--- src/rtl/mod3_overlap_add.sv ---
// Overlap-add stage: the first OVERLAP_K samples of each packet are summed with the previous packet's tail.
// Define OVERLAP_SAT_EN to saturate head sums; otherwise they wrap modulo 2^DATA_W.
module mod3_overlap_add #(
  parameter int DATA_W    = 8,
  parameter int PKT_LEN   = 8,
  parameter int OVERLAP_K = 3
) (
  input  logic              clk,
  input  logic              reset,
  input  logic [DATA_W-1:0] input_tdata,
  input  logic              input_tvalid,
  output logic              input_tready,
  input  logic              input_tlast,
  output logic [DATA_W-1:0] output_tdata,
  output logic              output_tvalid,
  input  logic              output_tready,
  output logic              output_tlast,
  input  logic              flush,
  output logic              len_err
);

  localparam int POS_W = $clog2(PKT_LEN);
  localparam logic [POS_W-1:0] LAST_POS   = POS_W'(PKT_LEN - 1);
  localparam logic [POS_W-1:0] TAIL_START = POS_W'(PKT_LEN - OVERLAP_K);

  logic [POS_W-1:0]  pos;
  logic              rd_sel;  // 0: bank0 is read, bank1 is written
  logic [DATA_W-1:0] bank0 [OVERLAP_K];
  logic [DATA_W-1:0] bank1 [OVERLAP_K];
  logic [OVERLAP_K-1:0] valid0, valid1;

  logic              accept, eop, is_tail, len_bad;
  logic [POS_W-1:0]  tail_idx;
  logic [DATA_W-1:0] hist, head_sum;

  assign input_tready = !output_tvalid || output_tready;
  assign accept       = input_tvalid && input_tready;
  assign eop          = input_tlast || (pos == LAST_POS);
  assign len_bad      = input_tlast != (pos == LAST_POS);
  assign is_tail      = pos >= TAIL_START;
  assign tail_idx     = pos - TAIL_START;

  // Only indices below OVERLAP_K can match pos, so hist is zero outside the head.
  always_comb begin
    hist = '0;
    for (int unsigned i = 0; i < OVERLAP_K; i++) begin
      if (POS_W'(i) == pos) begin
        if (rd_sel) hist = valid1[i] ? bank1[i] : '0;
        else        hist = valid0[i] ? bank0[i] : '0;
      end
    end
  end

`ifdef OVERLAP_SAT_EN
  logic [DATA_W:0] sum_ext;
  assign sum_ext  = {1'b0, input_tdata} + {1'b0, hist};
  assign head_sum = sum_ext[DATA_W] ? '1 : sum_ext[DATA_W-1:0];
`else
  assign head_sum = input_tdata + hist;
`endif

  always_ff @(posedge clk) begin
    if (accept && !flush && is_tail) begin
      for (int unsigned i = 0; i < OVERLAP_K; i++) begin
        if (POS_W'(i) == tail_idx) begin
          if (rd_sel) bank0[i] <= input_tdata;
          else        bank1[i] <= input_tdata;
        end
      end
    end
  end

  // Tail writes land in the write bank while the end-of-packet clear hits the
  // read bank (the next write bank), so the two never collide.
  always_ff @(posedge clk or posedge reset) begin
    if (reset) begin
      pos    <= '0;
      rd_sel <= 1'b0;
      valid0 <= '0;
      valid1 <= '0;
    end else if (flush) begin
      pos    <= '0;
      valid0 <= '0;
      valid1 <= '0;
    end else if (accept) begin
      if (is_tail) begin
        for (int unsigned i = 0; i < OVERLAP_K; i++) begin
          if (POS_W'(i) == tail_idx) begin
            if (rd_sel) valid0[i] <= 1'b1;
            else        valid1[i] <= 1'b1;
          end
        end
      end
      if (eop) begin
        pos    <= '0;
        rd_sel <= !rd_sel;
        if (rd_sel) valid1 <= '0;
        else        valid0 <= '0;
      end else begin
        pos <= pos + 1'b1;
      end
    end
  end

  always_ff @(posedge clk or posedge reset) begin
    if (reset) begin
      len_err <= 1'b0;
    end else if (accept && len_bad) begin
      len_err <= 1'b1;
    end
  end

  always_ff @(posedge clk or posedge reset) begin
    if (reset) begin
      output_tdata  <= '0;
      output_tvalid <= 1'b0;
      output_tlast  <= 1'b0;
    end else if (input_tready) begin
      output_tvalid <= input_tvalid;
      if (input_tvalid) begin
        output_tdata <= head_sum;
        output_tlast <= eop;
      end
    end
  end

endmodule

--- config.mk ---
export PLATFORM = sky130hd
export DESIGN_NAME = mod3_overlap_add
export DESIGN_NICKNAME = d
export VERILOG_FILES = /design/src/rtl/mod3_overlap_add.sv
export SDC_FILE = /design/constraint.sdc
export NUM_CORES = 1
export LEC_CHECK = 0
export ABC_AREA = 1
export BUFFER_PORTS_ARGS = -buffer_cell sky130_fd_sc_hd__buf_2
export CAP_MARGIN = 0
export CORE_ASPECT_RATIO = 2
export CORE_MARGIN = 2
export CORE_UTILIZATION = 26
export CTS_BUF_LIST = sky130_fd_sc_hd__clkbuf_4 sky130_fd_sc_hd__clkbuf_8
export DETAILED_ROUTE_END_ITERATION = 10
export PLACE_DENSITY = 0.52
export SLEW_MARGIN = 20
export SYNTH_ARGS = -nofsm -noshare
export SYNTH_HDL_FRONTEND = slang
export SYNTH_SLANG_ARGS = --single-unit
--- constraint.sdc ---
create_clock -name clk -period 4.3 [get_ports clk]
set_input_delay 0.43 -clock clk [delete_from_list [all_inputs] [get_ports clk]]
set_output_delay 0.43 -clock clk [all_outputs]
set_load 0.1 [all_outputs]
==> run_results.csv <==
group,metric,value,unit
pwr,power_frac_comb,37.2,%
worst_setup_path,cp-start-kind,"flop",
finish,layout.cells.most_common_list,"nand2_1 (74), edfxtp_1 (48), inv_1 (33)",
global_route,grt_max_degree,23,
timing,grt_setup_unrepaired,"no",
yosys,synth.top_cell.area_share,42.48,%
worst_setup_path,cp.depth,19,
worst_setup_path,crit_arrival,3180,ps
clock_network,cts_inserted_buffers,9,
timing,fin_crit,2946,ps
clock_network,cts.sinks,69,
worst_setup_path,reg2reg_slack,1350,ps
routing,wire_per_inst,14.12,µm
finish,area.sequential,1967,µm²
clock_network,postCtsHoldBufs,0,
flow_run,drv_cap,0,
worst_setup_path,crit_type,"reg -> reg",
worst_setup_path,required,4540,ps
placement,place_ws,1344,ps
timing,worstMarginPinSlew,791.8,ps
global_route,grt_pass1_vias,2361,
timing,setup_tns,0,ps
routing,drt-total-wl,7174,µm
die,initial_core_util,26.42,%
yosys,synth_top_family_by_area,"simple AND/OR/NAND/NOR gates",
yosys,yosysTopAreaCell,"edfxtp_1",
global_route,antenna_found_initial,0,
finish,final_common_cell,"nand2_1",
pwr,p_leak,1.602,nW
worst_setup_path,r2r-end,"output_tdata[6]$_DFFE_PP0P_",
pwr,p_clk_share,24.6,%
die,fp.dieH,165.6,µm
yosys,synthTopCellsByArea,"edfxtp_1 (42%), dfrtp_1 (15%), nand2_1 (8.2%), ha_1 (5.5%), nand3_1 (4.4%)",
clock_network,cts_resized,0,
pwr,switchingPower,0.0008682,W
timing,hold_viol_final,0,
yosys,synth_compound_area_share,10.73,%
timing,final-max-slew-violation-count,0,
worst_setup_path,ff2ff_path_depth,19,
placement,gp_congestion,0.7532,
worst_setup_path,crit_path_frequent_cell,"nand2_1",
die,die_area,14040,µm²
yosys,yosys.area_share.simple,18.33,%
yosys,synthesis.area,3393,µm²
finish,layout.nets,381,
worst_setup_path,worstReg2RegStart,"pos[0]$_DFFE_PP0P_",
yosys,synthAdderAreaFrac,6.121,%
routing,drtIter0Drc,161,
timing,max_freq,339.4,MHz
clock_network,htree_levels,3,
finish,multi_input_area,1211,µm²
worst_setup_path,path_cells,"inv_1 > ha_1 > inv_1 > nor2_2 > inv_2 > a221o_1 > nand2_1 > inv_1 > ha_1 > fa_1 > nand3_1 > nand3_1 > nand2_1 > nand2_1 > nand2_1 > nand2_1 > or2_1 > nand3_1 > nand2_1",
worst_setup_path,crit_family,"simple AND/OR/NAND/NOR gates",
placement,port_buffers,25,
worst_setup_path,crit_start,"pos[0]$_DFFE_PP0P_",
placement,dp_hpwl,5178,µm
worst_setup_path,cp_slowest_stage_delay,420,ps
clock_network,cts.path.max_buffers,2,
worst_setup_path,critPathMaxFanout,15,
routing,num_vias,2298,
global_route,grtUsageMet3,3.429,%
die,die_w,84.78,µm
yosys,yosysWarningCount,0,
global_route,grt_overflow,0,
routing,antenna_left,0,
pwr,p_seq_share,38.1,%
pwr,internal-power,0.001199,W
finish,final_util,29.90,%
pwr,power_density,538.1,nW/µm²
yosys,ys_ff_latch,69,
run_status,status,"complete, no violations",
pwr,switching_share,42.00,%
finish,nFillCells,1381,
yosys,synth_cells,324,
worst_setup_path,slowest_stage,"dfrtp_1",
clock_network,tritoncts,"yes",
routing,viasPerCell,4.524,
routing,drcViolationCount,0,
yosys,synth.yosys.seq_area_share,57.96,%
global_route,grt_pass1_wl,12220,µm
global_route,grt-busiest-layer,"met2",
yosys,syn_nets,354,
die,core_area,12840,µm²
worst_setup_path,endpoint,"output_tdata[6]$_DFFE_PP0P_",
clock_network,clock_latency,350,ps
yosys,synth_xor_area_share,0.5162,%
die,ios,26,
global_route,use_met1,14.88,%
clock_network,clk_pin_slew,70,ps
global_route,track_usage,11.18,%
yosys,syn_area_per_cell,10.47,µm²
timing,setup_ws,1354,ps
finish,final_layout_size_suffix_gt1_share,17.98,%
hold_path,hp-class,"in -> async",
finish,n_antenna_cell,0,
die,num_rows,59,
timing,slew_headroom,47.16,%
routing,firstDrtPassIters,6,
pwr,vdd_ir_drop_max,0.4200,mV
worst_setup_path,path_buf_inv,4,
yosys,netlist-cell-type-count,33,
pwr,power,0.002067,W
global_route,use_met2,17.14,%
clock_network,cts_root_buffer,"clkbuf_8",
clock_network,cts_setup_buffers,0,
yosys,synth_mux_area_share,0,%
finish,synthToLayoutAreaGrowth,13.20,%
timing,clock_skew,7.081,ps
timing,setup_viol,0,
timing,period_share,68.52,%
worst_setup_path,endpoint_kind,"flop",
## cell families after synthesis
logic type / Yosys count
flops: 69
xor+xnor: 2
compound gates: 51
fa+ha+maj: 16
buf+inv: 49
simple gates: 137
## worst min-delay path by stage
stage	slack, ps	start	endpoint	cells after the start
final	220	reset	len_err$_DFFE_PP0P_	2
after global routing	300	reset	valid0[2]$_DFFE_PP0P_	2
after CTS	250	reset	valid0[2]$_DFFE_PP0P_	2
after detailed placement	450	len_err$_DFFE_PP0P_	len_err$_DFFE_PP0P_	1
after global placement	450	len_err$_DFFE_PP0P_	len_err$_DFFE_PP0P_	1
after floorplan	410	reset	len_err$_DFFE_PP0P_	1
## Yosys cell counts (all sizes together)
library cell	n
nand2	78
edfxtp	48
inv	38
nand3	34
dfrtp	21
nor2	19
a21oi	18
ha	15
o21ai	12
buf	10
a221o	7
o311ai	7
o22ai	3
a31oi	2
nand4	2
nor3	2
or2	2
a31o	1
clkbuf	1
fa	1
o31ai	1
xnor2	1
xor2	1
## worst reg2reg max path, delay by kind of cell, from the launching register on
kind                     cells  cell delay, ps
AO/OA/AOI/OAI                1             280
flip-flops                   1             420
AND/OR/NAND/NOR             11             900
buffers and inverters        4             440
adder cells (fa/ha/maj)      3             770
## area by class of cell
type                    instances  area share, %
multi-input cells             206          31.53
clock inverters                 7          1.726
flip-flops and latches         69          51.21
repair buffers                 27          3.648
inverters                      38          3.713
well taps                     152          4.951
clock buffers                   9          3.225
## power by group through the flow
| stage | logic [W] | registers [W] | clock network (W) |
|---|---|---|---|
| CTS | 0.000779 | 0.000788 | 0.000529 |
| finish | 0.000769 | 0.000788 | 0.000509 |
| global route | 0.000846 | 0.000795 | 0.000559 |
| floorplan | 0.000365 | 0.00108 | 0 |
| detailed placement | 0.000775 | 0.000800 | 0 |
| global placement | 0.000771 | 0.000802 | 0 |
## state kept, by name (all words and copies together), names as in the netlist
signal / count
bank0: 24
bank1: 24
output_tdata: 8
pos: 3
valid0: 3
valid1: 3
len_err: 1
output_tlast: 1
output_tvalid: 1
rd_sel: 1
## metrics by stage
step           area [µm²]  hold slack (ps)  std cells
6_report             3841            217.8        508
3_3_place_gp         3651            453.0        492
3_5_place_dp         3651            454.4        492
4_1_cts              3841            251.3        508
2_1_floorplan        3393            406.5        324
5_1_grt              3841            300.1        508
## routing by layer
layer / vias up / routed length (µm)
met3: 7 / 241
li1: 1171 / -
met4: 0 / 85
met2: 42 / 3413
met5: - / 0
met1: 1078 / 3434
Note: power is estimated with default switching activity, not from simulation.
